$ cat config.mk
export PLATFORM = sky130hd
export DESIGN_NAME = ram_access_ctrl
export DESIGN_NICKNAME = d
export VERILOG_FILES = /design/src/rtl/ram_access_ctrl.sv
export SDC_FILE = /design/constraint.sdc
export NUM_CORES = 1
export LEC_CHECK = 0
export CAP_MARGIN = 5
export CELL_PAD_IN_SITES_DETAIL_PLACEMENT = 0
export CELL_PAD_IN_SITES_GLOBAL_PLACEMENT = 2
export CORE_MARGIN = 3
export CORE_UTILIZATION = 24
export CTS_CLUSTER_DIAMETER = 60
export DETAILED_ROUTE_END_ITERATION = 16
export PLACE_DENSITY = 0.95
export SLEW_MARGIN = 20
export SYNTH_ARGS = -nofsm -noshare
export SYNTH_HDL_FRONTEND = slang
export SYNTH_SLANG_ARGS = --single-unit
$ cat constraint.sdc
create_clock -name clk -period 4.1 [get_ports clk]
set_input_delay 0.41 -clock clk [delete_from_list [all_inputs] [get_ports clk]]
set_output_delay 0.41 -clock clk [all_outputs]
set_load 0.02 [all_outputs]
$ cat src/rtl/ram_access_ctrl.sv
// Arbitrates CPU instruction fetch and data load/store onto one PSRAM user channel.
// Optional read timeout (sticky err) is enabled by defining RAM_CTRL_RD_TIMEOUT_EN.
module ram_access_ctrl #(
  parameter int ADDR_W     = 21,
  parameter int DATA_W     = 32,
  parameter int WR_CYCLES  = 14,
  parameter int RD_TIMEOUT = 64
) (
  input  logic                clk,
  input  logic                reset,
  input  logic                if_req,
  input  logic [ADDR_W-1:0]   if_addr,
  output logic [DATA_W-1:0]   if_rdata,
  output logic                if_stall,
  input  logic                d_ren,
  input  logic                d_wen,
  input  logic [ADDR_W-1:0]   d_addr,
  input  logic [DATA_W-1:0]   d_wdata,
  input  logic [DATA_W/8-1:0] d_be,
  output logic [DATA_W-1:0]   d_rdata,
  output logic                d_stall,
  input  logic                mem_calib,
  output logic                mem_cmd,
  output logic                mem_cmd_en,
  output logic [ADDR_W-1:0]   mem_addr,
  output logic [DATA_W-1:0]   mem_wr_data,
  output logic [DATA_W/8-1:0] mem_data_mask,
  input  logic [DATA_W-1:0]   mem_rd_data,
  input  logic                mem_rd_data_valid,
  output logic                err,
  output logic [2:0]          state_dbg
);

  localparam int BE_W    = DATA_W / 8;
  localparam int CNT_MAX = (WR_CYCLES > RD_TIMEOUT) ? WR_CYCLES : RD_TIMEOUT;
  localparam int CNT_W   = $clog2(CNT_MAX) + 1;

  typedef enum logic [2:0] {
    IDLE    = 3'd0,
    ISSUE   = 3'd1,
    WAIT_RD = 3'd2,
    WR_REC  = 3'd3,
    RESP    = 3'd4
  } state_t;

  state_t           state_q, state_d;
  logic [CNT_W-1:0] cnt_q, cnt_d;
  logic             gnt_d_q;
  logic             is_wr_q;
  logic [BE_W-1:0]  be_q;
  logic             grant;
  logic             rd_capture;
  logic             rd_timeout;
  logic             d_req;
  logic             d_done;
  logic             if_done;

  // Handshake: a requester raises its request level with stable operands and
  // holds it; the single cycle its stall is low (RESP) is the completion cycle.
  assign d_req    = d_ren | d_wen;
  assign d_done   = (state_q == RESP) &  gnt_d_q;
  assign if_done  = (state_q == RESP) & ~gnt_d_q;
  assign d_stall  = d_req  & ~d_done;
  assign if_stall = if_req & ~if_done;

  assign state_dbg     = state_q;
  assign mem_cmd_en    = (state_q == ISSUE);
  assign mem_cmd       = (state_q == ISSUE) & is_wr_q;
  assign mem_data_mask = (state_q != ISSUE) ? {BE_W{1'b1}} :
                         (is_wr_q ? ~be_q : {BE_W{1'b0}});

  always_comb begin
    state_d    = state_q;
    cnt_d      = cnt_q;
    grant      = 1'b0;
    rd_capture = 1'b0;
    rd_timeout = 1'b0;
    case (state_q)
      IDLE: begin
        if (mem_calib && (d_req || if_req)) begin
          grant   = 1'b1;
          cnt_d   = '0;
          state_d = ISSUE;
        end
      end
      ISSUE: begin
        cnt_d   = '0;
        state_d = is_wr_q ? WR_REC : WAIT_RD;
      end
      WAIT_RD: begin
        if (mem_rd_data_valid) begin
          rd_capture = 1'b1;
          state_d    = RESP;
        end
`ifdef RAM_CTRL_RD_TIMEOUT_EN
        else if (cnt_q == CNT_W'(RD_TIMEOUT - 1)) begin
          rd_timeout = 1'b1;
          state_d    = RESP;
        end else begin
          cnt_d = cnt_q + 1'b1;
        end
`endif
      end
      WR_REC: begin
        if (cnt_q == CNT_W'(WR_CYCLES - 1)) state_d = RESP;
        else                                cnt_d   = cnt_q + 1'b1;
      end
      RESP:    state_d = IDLE;
      default: state_d = IDLE;
    endcase
  end

  always_ff @(posedge clk) begin
    if (!reset) begin
      state_q     <= IDLE;
      cnt_q       <= '0;
      gnt_d_q     <= 1'b0;
      is_wr_q     <= 1'b0;
      be_q        <= '0;
      mem_addr    <= '0;
      mem_wr_data <= '0;
      if_rdata    <= '0;
      d_rdata     <= '0;
    end else begin
      state_q <= state_d;
      cnt_q   <= cnt_d;
      if (grant) begin
        // Data port wins; ren+wen together is treated as a store.
        gnt_d_q  <= d_req;
        is_wr_q  <= d_req & d_wen;
        mem_addr <= d_req ? d_addr : if_addr;
        if (d_req) begin
          mem_wr_data <= d_wdata;
          be_q        <= d_be;
        end
      end
      if (rd_capture) begin
        if (gnt_d_q) d_rdata  <= mem_rd_data;
        else         if_rdata <= mem_rd_data;
      end else if (rd_timeout) begin
        if (gnt_d_q) d_rdata  <= '0;
        else         if_rdata <= '0;
      end
    end
  end

`ifdef RAM_CTRL_RD_TIMEOUT_EN
  logic err_q;
  always_ff @(posedge clk) begin
    if (!reset)          err_q <= 1'b0;
    else if (rd_timeout) err_q <= 1'b1;
  end
  assign err = err_q;
`else
  assign err = 1'b0;
`endif

endmodule

==> results.txt <==
run status -> finished clean
first-pass GRT wire length -> 27.67 mm
Post-Syn Nets -> 764
Post-CTS Hold Buffers -> 0
initial core utilization -> 24.60%
clock power share -> 42.3%
htree depth -> 4
first element of the critical path -> state_dbg[0]
drt wl/cell -> 15.21 um
Num Clock Sinks -> 133
top cells by area, synth -> dfxtp_1 (49%), nand2_1 (13%), a21boi_1 (6.4%), o21ai_0 (6.1%), nand3_1 (5.5%)
Die Footprint -> 24,350 sq um
Mapped Avg Cell Area -> 8.376 sq um
Routability Congestion -> 0.7505
total power -> 0.003646 W
RSZ-0062 raised after global routing -> false
# diodes -> 0
Synth async-reset ratio -> 0%
CTS tree -> done
fin crit share -> 67.37%
Clock Root Buffer -> clkbuf_16
setup bufs post-CTS -> 0
slew margin rel. -> 57.07%
crit-path cells -> nand2b_1, nor2_1, o21ai_0, clkdlybuf4s50_1
synthesis-to-layout area growth -> 59.06%
total number of vias -> 5,211
Static Leakage -> 3.161 nW
Max Cap Viol -> 0
clock slew at reported path FFs -> 0.06 ns
CP peak stage delay -> 0.66 ns
DP HPWL -> 12.20 mm
crit-path max FO -> 12
Yosys top cell area share -> 49.28%
worst-margin pin slew -> 0.6439 ns
Iter 0 DRT Violations -> 233
crit path launch type -> flop
cell internal pwr -> 0.002658 W
Clock Path Buffers -> 2
Die H -> 156.0 um
FF-to-FF path depth -> 5
final hold slack -> 0.4499 ns
HP Class -> reg2reg
most frequent cells in the layout -> clkdlybuf4s50_1 (243), nand2_1 (190), dfxtp_1 (133)
CTS buffer count -> 17
worst-case vdd ir drop -> 0.2226 mV
Place WS -> 1.476 ns
flops & latches, synth -> 133
all-layer global routing usage -> 14.27%
storage element area -> 2663 sq um
Core Rows -> 54
register area share after synthesis -> 49.28%
Max Clk Rate -> 362.0 MHz
Sw Share -> 27.09%
IO Pins -> 246
TNS Setup -> 0 ns
final slew viol count -> 0
worst path required time -> 3.69 ns
post-synthesis cell type count -> 44
sequential share of power -> 39.4%
core box area -> 21,960 sq um
share of cells above drive strength 1 -> 5.479%
Nets -> 984
crit path capture type -> output port
Skew-Pair Late Insertion Delay -> 0.41 ns
worst setup margin -> 1.338 ns
die width -> 156.0 um
area of the multi-input gates -> 2461 sq um
number of port buffers -> 244
final setup violating endpoints -> 0
EDFF count, synth -> 0
grt ovf -> 0
Post-Syn Instances -> 645
final WL -> 17.58 mm
initial antenna violation count -> 0
drc violations -> 0
post-route minimum period -> 2.762 ns
FF-to-FF End -> mem_addr[2]
vias in the first global route -> 5,081
number of fill cells -> 2,258
register-to-register setup slack -> 1.95 ns
arrival time worst endpoint -> 2.35 ns
Synth Flop Type -> dfxtp_1
crit path kind -> reg2out
NetSw -> 0.0009878 W
share of total power in combinational logic -> 18.3%
Critical Path End -> mem_data_mask[3]
total of warnings raised by yosys -> 0
Slowest-stage cell, CP -> dfxtp_1
mapped cell area -> 5403 sq um
Power Density -> 424.2 nW/um^2
area leader, netlist -> dfxtp_1
largest net degree at the start of global routing -> 74
RR Startpoint -> state_dbg[2]
Antenna Nets Post-Route -> 0
drt pass-1 iters -> 5
CTS resizes -> 0
final setup skew -> 0.005581 ns
vias per cell -> 4.508
Final Hold Fails -> 0
commonest non-fill, non-tap cell in the layout -> clkdlybuf4s50_1
cells by family after synthesis:
| family | synth area share [%] |
|---|---|
| compound gates | 21.45 |
| other cells | 0.06941 |
| mux | 0.3706 |
| flops | 49.28 |
| fa+ha+maj | 0.4631 |
| simple gates | 23.02 |
| buf+inv | 5.187 |
| xor+xnor | 0.1621 |
metal layers:
layer | share of wire [%] | wire length [um] | GRT usage (%)
met5 | 0 | 0 | 0
met4 | 0.81 | 143 | 3.406
met3 | 9.6 | 1680 | 5.936
met2 | 44 | 7783 | 22.39
met1 | 45 | 7972 | 18.30
metrics by stage:
step                      instances  area [sq um]  util [%]
after floorplan                 645          5403         -
after global placement         1126          8008     36.47
after detailed placement       1126          8008     36.47
after CTS                      1156          8593     39.13
after global routing           1156          8593     39.13
final                          1156          8593     39.13
power groups by stage:
stage	Sequential [W]	Clock (W)	Combinational [W]
after floorplan	0.00154	0	0.000246
after global placement	0.00146	0	0.000675
after detailed placement	0.00146	0	0.000674
after CTS	0.00144	0.00159	0.000678
after global routing	0.00145	0.00165	0.000726
final	0.00144	0.00154	0.000667
worst max-delay path: cells and delay by family, from the launching register on:
kind / cells / cell delay (ns)
AOI/OAI and AO/OA: 1 / 0.19
buffers and inverters: 1 / 0.59
DFF: 1 / 0.66
and+or+nand+nor: 2 / 0.51
cell type report:
| class | instances | area share [%] |
|---|---|---|
| Sequential cell | 133 | 30.98 |
| Timing Repair Buffer | 255 | 29.35 |
| Multi-Input combinational cell | 455 | 28.64 |
| Clock buffer | 18 | 4.994 |
| Tap cell | 280 | 4.077 |
| Clock inverter | 12 | 1.820 |
| Inverter | 3 | 0.1310 |
state kept, by name, indices dropped and copies added, names as in the netlist:
| register | count |
|---|---|
| is_wr_q | 1 |
| cnt_q | 7 |
| gnt_d_q | 1 |
| if_rdata | 32 |
| state_dbg | 3 |
| mem_addr | 21 |
| be_q | 4 |
| d_rdata | 32 |
| mem_wr_data | 32 |
how the worst min path moves through the flow:
stage,from,end,slack [ns],cells after the start
floorplan,be_q[0],be_q[0],0.43,2
global placement,if_rdata[26],if_rdata[26],0.44,2
detailed placement,d_rdata[11],d_rdata[11],0.45,2
CTS,d_rdata[11],d_rdata[11],0.45,2
global route,if_rdata[8],if_rdata[8],0.47,2
finish,if_rdata[23],if_rdata[23],0.45,2
cell usage after synthesis (2+ instances only):
library cell	instances
nor3b_1	2
nand3_1	59
buf_4	4
o21a_1	2
a21boi_1	46
nand2_1	190
o21ai_0	66
o22a_1	2
dfxtp_1	133
buf_6	4
nand2b_1	2
a31oi_1	3
o211a_1	22
clkbuf_1	29
ha_1	2
nor3_1	3
o311a_1	2
nand4_1	2
and3_1	2
buf_2	17
nor2_1	7
a21boi_0	18
inv_1	3
nor2b_1	4
mux2i_1	2
Power figures use the tool's default switching activity.
